<file path="config.mk">
export PLATFORM = sky130hd
export DESIGN_NAME = uart_tx_fifo_drain
export DESIGN_NICKNAME = d
export VERILOG_FILES = /design/src/rtl/uart_tx_fifo_drain.sv
export SDC_FILE = /design/constraint.sdc
export NUM_CORES = 1
export LEC_CHECK = 0
export CAP_MARGIN = 20
export CELL_PAD_IN_SITES_DETAIL_PLACEMENT = 1
export CELL_PAD_IN_SITES_GLOBAL_PLACEMENT = 1
export CORE_UTILIZATION = 40
export CTS_BUF_LIST = sky130_fd_sc_hd__clkbuf_16
export DETAILED_ROUTE_END_ITERATION = 12
export PLACE_DENSITY_LB_ADDON = 0.1
export SYNTH_ARGS = -nofsm -noshare
export SYNTH_HDL_FRONTEND = slang
export SYNTH_SLANG_ARGS = --single-unit
</file>
<file path="constraint.sdc">
create_clock -name clk_i -period 3.19 [get_ports clk_i]
set_clock_uncertainty 0.1 [all_clocks]
set_input_delay 0.4785 -clock clk_i [delete_from_list [all_inputs] [get_ports clk_i]]
set_output_delay 0.4785 -clock clk_i [all_outputs]
set_load 0.02 [all_outputs]
</file>
<file path="src/rtl/uart_tx_fifo_drain.sv">
// UART transmitter that drains a first-word-fall-through FIFO.
// It pops one byte per frame and sends it as a start bit, data bits LSB first, then stop bits.
module uart_tx_fifo_drain #(
  parameter int DATA_WIDTH = 8,
  parameter int DIV_WIDTH  = 16,
  parameter int STOP_BITS  = 1
) (
  input  logic                  clk_i,
  input  logic                  rst_i,
  input  logic                  en_i,
  input  logic [DIV_WIDTH-1:0]  baud_div_i,
  input  logic                  fifo_not_empty_i,
  input  logic [DATA_WIDTH-1:0] fifo_data_i,
  output logic                  fifo_rd_en_o,
  output logic                  tx_o,
  output logic                  busy_o,
  output logic                  done_o
);

  localparam int BIT_W = $clog2(DATA_WIDTH + 1);

  typedef enum logic [1:0] {IDLE, START, DATA, STOP} state_t;

  state_t                state, state_next;
  logic [DATA_WIDTH-1:0] shift, shift_next;
  logic [BIT_W-1:0]      bit_cnt, bit_cnt_next;
  logic [DIV_WIDTH-1:0]  baud_cnt, baud_cnt_next;
  logic [DIV_WIDTH-1:0]  div, div_next;
  logic                  tx, tx_next;

  logic wrap;
  logic frame_end;
  logic pop;

  // The divisor is latched at pop time, so it is at least 1 whenever a frame is active.
  assign wrap      = (baud_cnt == div - DIV_WIDTH'(1));
  assign frame_end = (state == STOP) && wrap && (bit_cnt == BIT_W'(STOP_BITS - 1));
  assign pop       = en_i && fifo_not_empty_i && ((state == IDLE) || frame_end);

  always_ff @(posedge clk_i or posedge rst_i) begin
    if (rst_i) begin
      state    <= IDLE;
      shift    <= '0;
      bit_cnt  <= '0;
      baud_cnt <= '0;
      div      <= '0;
      tx       <= 1'b1;
    end else begin
      state    <= state_next;
      shift    <= shift_next;
      bit_cnt  <= bit_cnt_next;
      baud_cnt <= baud_cnt_next;
      div      <= div_next;
      tx       <= tx_next;
    end
  end

  always_comb begin
    state_next    = state;
    shift_next    = shift;
    bit_cnt_next  = bit_cnt;
    baud_cnt_next = baud_cnt;
    div_next      = div;

    if (state != IDLE) begin
      baud_cnt_next = wrap ? '0 : baud_cnt + DIV_WIDTH'(1);
    end

    case (state)
      START: begin
        if (wrap) begin
          state_next   = DATA;
          bit_cnt_next = '0;
        end
      end
      DATA: begin
        if (wrap) begin
          shift_next = shift >> 1;
          if (bit_cnt == BIT_W'(DATA_WIDTH - 1)) begin
            state_next   = STOP;
            bit_cnt_next = '0;
          end else begin
            bit_cnt_next = bit_cnt + BIT_W'(1);
          end
        end
      end
      STOP: begin
        if (wrap) begin
          if (frame_end) begin
            state_next   = IDLE;
            bit_cnt_next = '0;
          end else begin
            bit_cnt_next = bit_cnt + BIT_W'(1);
          end
        end
      end
      default: ;
    endcase

    // A pop in the last stop cycle chains straight into the next start bit.
    if (pop) begin
      state_next    = START;
      shift_next    = fifo_data_i;
      bit_cnt_next  = '0;
      baud_cnt_next = '0;
      div_next      = (baud_div_i == '0) ? DIV_WIDTH'(1) : baud_div_i;
    end

    case (state_next)
      START:   tx_next = 1'b0;
      DATA:    tx_next = shift_next[0];
      default: tx_next = 1'b1;
    endcase
  end

  assign fifo_rd_en_o = pop && !rst_i;
  assign tx_o         = tx;
  assign busy_o       = (state != IDLE);
  assign done_o       = frame_end;

endmodule

</file>
==> impl_metrics.yaml, run 1 <==
outcome:
  status: "complete, but fails checks"
  violations: "setup timing"
clocking:
  cts_root_buf: "clkbuf_16"
  clkLatencyLatePin_ns: 0.29
  cts_max_level: 2
  clk_pin_slew_ns: 0.06
  cts_tree: "built"
  cts_sinks: 47
  cts_buffer_depth: 2
  numCtsBuffers: 5
  cts_hold_buffers: 0
worst_setup_path:
  critPathSlowestCell: "or4_4"
  r2r_cells: 9
  cp-start-kind: "flip-flop"
  crit_fanout: 5
  regToRegEndpoint: "bit_cnt[3]"
  regToRegStartpoint: "div[1]"
  cpPeakStageDelay_ns: 0.57
  critPathMostFrequentCell: "or4_4"
  required_ns: 2.61
  critPathKind: "reg2out"
  crit_chain: "or4_4 > or4_4 > a21oi_2 > o2111a_1 > and3_4 > o21a_4 > and2_4 > buf_6"
  rrSetupSlack_ns: -0.01
  crit_path_end_kind: "output pin"
  arrival_ns: 2.69
grt:
  track_usage: 0.228
  grt_overflow: 0
  antenna_found_initial: 0
  grt_max_degree: 48
  grt_pass1_vias: 2820
  grt_pass1_wl_um: 13700
timing:
  min_period_over_period: 1.03
  slew_headroom: 0.588
  slew_violations: 0
  period_needed_ns: 3.27
  worst_slew_pin_slew_ns: 0.618
  finalSetupViolations: 2
  fmax_ghz: 0.306
  hold_viol: 0
  fin_ws_ns: -0.0815
  hold-worst-slack_ns: 0.420
  tns_ns: -0.0886
  rsz0062_at_grt: "true"
synthesis:
  async_flop_share: 1.00
  netlist_instances: 311
  synth_ff_type: "dfrtp_1"
  yosys_warnings: 0
  avgSynthCellArea_um2: 9.47
  synth_cell_types: 62
  ys_ff_latch: 47
  synth_nets: 348
  synth_area_leaders: "dfrtp_1 39%, o21ai_0 6.8%, mux2_2 5.4%"
  seq_area_frac_synth: 0.400
  synthesis.area_um2: 2950
  synth_top_area_frac: 0.391
  synth-edff-count: 0
  yosysTopAreaCell: "dfrtp_1"
drt:
  antenna_left: 0
  vias: 2598
  wl_per_cell_um: 17.1
  drt-initial-drc-count: 90
  routed_via_density: 5.48
  dr.pass1.iters: 4
  met2_length_um: 4270
  routed_wirelength_um: 8090
  wl_met1_um: 3550
  top_layer: "met4"
  wl_met3_um: 182
  drt_drc_violations_left: 0
floorplan:
  die_h_um: 87.8
  die-area_um2: 7710
  row_count: 30
  initial_core_util: 0.424
  die_x_um: 87.8
  io_pins: 32
  coreArea_um2: 6940
pwr:
  p_leak_nw: 1.67
  powerDensity_nw_per_um2: 318
  total_power_mw: 1.24
  ir_drop_v: 0.000198
placed_design:
  dp_hpwl_um: 5810
  place_worst_setup_slack_ns: -0.419
  portBuffers: 31
  place_congestion: 0.891
cells_and_area:
  drive_gt1_frac: 0.251
  layout_commonest_cell: "dfrtp_1"
  antenna_cells: 0
  finalNetCount: 414
  final_cell_mix: "46 x dfrtp_1, 39 x o21ai_0, 37 x nand2_1, 37 x buf_4, 29 x clkdlybuf4s50_1"
  area_growth_pct: 32.3
  final_util: 0.561
worst_hold_path:
  hp-class: "reg2reg"
  hold_start: "baud_cnt[15]"
  holdPathEnd: "baud_cnt[15]"
  holdPathStages: 1
job:
  drv_cap: 0
==> what timing repair did <==
| action | 4_1_cts | 5_1_grt |
|---|---|---|
| resized for setup | 29 | 9 |
| pin swaps | 9 | 6 |
| setup endpoints to repair | 22 | 36 |
| buffers inserted | 4 | 2 |
==> where the power goes <==
part           leakage, nW  switching (mW)  total (mW)  internal [mW]
Sequential           0.544               0       0.596          0.596
Combinational         1.04          0.0215      0.0531         0.0316
Clock               0.0812           0.225       0.591          0.366
Total                 1.67           0.247        1.24          0.993
==> per-layer routing <==
layer / vias to the layer above / global-route usage
met5: - / 0
met4: 0 / 0.0537
met3: 7 / 0.0311
met2: 34 / 0.415
met1: 1290 / 0.284
li1: 1267 / -
==> worst max-delay path: cells and delay by family (launching register included) <==
kind / cells / cell delay (ns)
buf+inv: 1 / 0.11
simple gates: 4 / 1.40
flops: 1 / 0.41
compound gates: 3 / 0.49
==> stage by stage <==
step           cells  cell area (um^2)
6_report         474              3900
4_1_cts          473              3840
3_3_place_gp     461              3570
5_1_grt          474              3900
3_5_place_dp     461              3570
2_1_floorplan    311              2950
==> area by class of cell <==
| class | instances | area (um^2) |
|---|---|---|
| Sequential cell | 47 | 1180 |
| Clock inverter | 3 | 38.8 |
| Tap cell | 96 | 120 |
| Fill cell | 800 | 3050 |
| Clock buffer | 5 | 125 |
| Multi-Input combinational cell | 240 | 1770 |
| Inverter | 12 | 45.0 |
| Timing Repair Buffer | 71 | 624 |
==> synthesized netlist by cell type, drive strengths merged (2+ instances only) <==
| cell | n |
|---|---|
| a21oi | 4 |
| or4 | 4 |
| ha | 9 |
| nand2 | 38 |
| nor4 | 7 |
| o21a | 2 |
| nand4 | 7 |
| a31oi | 5 |
| nand4b | 2 |
| inv | 12 |
| nand3 | 3 |
| nor2 | 15 |
| mux2 | 14 |
| or3 | 3 |
| xor2 | 8 |
| xnor2 | 15 |
| buf | 6 |
| a211oi | 2 |
| a22o | 2 |
| dfrtp | 46 |
| clkbuf | 6 |
| nor3 | 8 |
| o21ai | 42 |
| mux2i | 9 |
| a221oi | 2 |
| and3 | 9 |
| nand2b | 4 |
| and2 | 2 |
| nand3b | 2 |
| a41oi | 2 |
| or2 | 2 |
==> sequential cells by signal, summed over array words and instances (netlist names) <==
name      flops
state         2
tx_o          1
baud_cnt     16
bit_cnt       4
div          16
shift         8
==> kinds of logic after synthesis <==
group | synth area share
AOI/OAI and AO/OA | 0.173
xor gates and xnor gates | 0.0684
adders and majority gates | 0.0382
buffers and inverters | 0.0404
DFF | 0.400
muxes | 0.0841
and+or+nand+nor | 0.196
==> how the worst max path moves through the flow <==
| stage | slack (ns) | cells after the start | from | endpoint |
|---|---|---|---|---|
| 2_1_floorplan | 0.02 | 9 | div[4] | fifo_rd_en_o |
| 3_3_place_gp | -0.33 | 11 | div[0] | fifo_rd_en_o |
| 3_5_place_dp | -0.42 | 9 | div[1] | fifo_rd_en_o |
| 4_1_cts | -0.07 | 8 | div[1] | fifo_rd_en_o |
| 5_1_grt | -0.18 | 12 | div[0] | fifo_rd_en_o |
| 6_report | -0.08 | 8 | div[1] | fifo_rd_en_o |
No activity file was read; power rests on OpenSTA's default activity.
==> inputs of run 2 (changes only) <==
- CORE_MARGIN: unset -> 2
- PLACE_DENSITY: unset -> 0.83
- PLACE_DENSITY_LB_ADDON: 0.1 -> unset
==> run 2 against run 1 <==
Net effect:
- worst setup slack lost 0.22 ns
- cell count grew 1.9%
- critical path type is now reg2reg
- the run still ends with setup timing left
- hold slack is essentially flat
- via count grew 8.0%
- count of clock-buffer cells in the layout is the same
==> impl_metrics.yaml, run 2 (synthesis gave the netlist of run 1 again) <==
placed_design:
  portBuffers: 31
  dp_cells: 466
  place_congestion: 0.854
  place_worst_setup_slack_ns: -0.421
  dp_hpwl_um: 6060
timing:
  min_period_over_period: 1.09
  finalSetupViolations: 30
  slew_headroom: 0.429
  period_needed_ns: 3.49
  slew_violations: 0
  fin_ws_ns: -0.299
  rsz0062_at_grt: "true"
  fmax_ghz: 0.287
  worst_slew_pin_slew_ns: 0.854
  hold_viol: 0
cells_and_area:
  drive_gt1_frac: 0.255
  instances_no_fill: 483
  layout_commonest_cell: "dfrtp_1"
  antenna_cells: 0
  final_util: 0.557
  finalNetCount: 420
  area_growth_pct: 35.8
  largestRegisters: "baud_cnt x16, div x16, shift x8"
  final_cell_mix: "46 x dfrtp_1, 41 x buf_4, 37 x nand2_1, 37 x o21ai_0, 29 x clkdlybuf4s50_1"
pwr:
  powerDensity_nw_per_um2: 333
  p_leak_nw: 1.73
  ir_drop_v: 0.000231
grt:
  track_usage: 0.236
  use_met1: 0.288
  grt_overflow: 0
  grt_pass1_vias: 2960
  met3_usage: 0.0302
  grt_busiest_layer: "met2"
  antenna_found_initial: 0
  grt_max_degree: 48
  gr-usage-met2: 0.435
  grt_pass1_wl_um: 15400
drt:
  dr.pass1.iters: 4
  wl_per_cell_um: 21.8
  antenna_left: 0
  vias: 2806
  drt-initial-drc-count: 204
  routed_wirelength_um: 10500
  drt_drc_violations_left: 0
  routed_via_density: 5.81
outcome:
  status: "complete, but fails checks"
  violations: "setup timing"
floorplan:
  initial_core_util: 0.410
  die-area_um2: 8070
  die_x_um: 89.8
  coreArea_um2: 7180
  die_h_um: 89.8
  row_count: 31
  io_pins: 32
worst_setup_path:
  required_ns: 3.26
  critPathKind: "reg2reg"
  cp-start-kind: "flip-flop"
  crit_fanout: 41
  regToRegStartpoint: "div[5]"
  crit_path_end_kind: "flip-flop"
  critical_path.startpoint: "div[5]"
  arrival_ns: 3.56
worst_hold_path:
  hold_start: "baud_cnt[15]"
  hp-class: "reg2reg"
clocking:
  cts_buffer_depth: 2
  clk_pin_slew_ns: 0.06
  cts_hold_buffers: 0
  clkLatencyLatePin_ns: 0.29
  cts_root_buf: "clkbuf_16"
  cts_tree: "built"
  cts_sinks: 47
  cts_max_level: 2
  numCtsBuffers: 5
job:
  drv_cap: 0
[run 2: cell count changes in the layout (fill, tap and decap cells not counted), sizes merged]
| cell | previous run | this run |
|---|---|---|
| buf | 42 | 48 |
| clkinv | 2 | 0 |
| bufinv | 1 | 2 |
| inv | 12 | 13 |
[run 2: final cells by class]
type | count | area, um^2
well taps | 99 | 124
clock inverters | 3 | 63.8
fillers | 777 | 3180
flip-flops and latches | 47 | 1180
multi-input cells | 240 | 1780
inverters | 12 | 45.0
clock buffers | 5 | 125
repair buffers | 77 | 686
[run 2: critical path, stage by stage, from the launching register on]
cell       delay (ns)
dfrtp_1          0.38
buf_4            0.17
nor4_4           0.46
xnor2_1          0.20
a41oi_2          0.22
a2111oi_4        0.43
buf_4            0.19
and3_4           0.19
o21a_4           0.13
buf_4            0.41
nor3_2           0.14
a221o_1          0.33
[run 2: metal layers]
layer	part of all wire	routed length [um]
met1	0.42	4390
met2	0.51	5390
met3	0.030	313
met4	0.040	416
met5	0	0
[run 2: per-stage QoR]
stage	instance area (um^2)	hold WS, ns	setup TNS, ns	total power, mW
after floorplan	2950	0.371	0	0.619
after global placement	3600	0.404	-2.04	0.661
after detailed placement	3600	0.400	-2.95	0.663
after CTS	3890	0.413	-0.0854	1.34
after global routing	4000	0.426	-9.32	1.37
final	4000	0.420	-4.65	1.33
[run 2: path summary, 6_finish.rpt]
check | endpoint | slack, ns | cells after the start
worst max-delay path | bit_cnt[3] | -0.30 | 11
worst min-delay path | baud_cnt[15] | 0.42 | 1
worst max register to register | bit_cnt[3] | -0.30 | 11
worst min register to register | baud_cnt[15] | 0.42 | 1
max in group asynchronous | baud_cnt[7] | 1.96 | 3
min in group asynchronous | div[1] | 0.60 | 3
[run 2: what timing repair did]
item / CTS / global route
setup endpoints to repair: 33 / 39
hold endpoints to repair: 0 / 0
resized for setup: 26 / 14
buffers inserted: 4 / 6
pin swaps: 4 / 13
[run 2: power by group]
part,internal (mW),switching (mW)
Clock,0.447,0.233
Sequential,0.596,0
Combinational,0.0318,0.0241
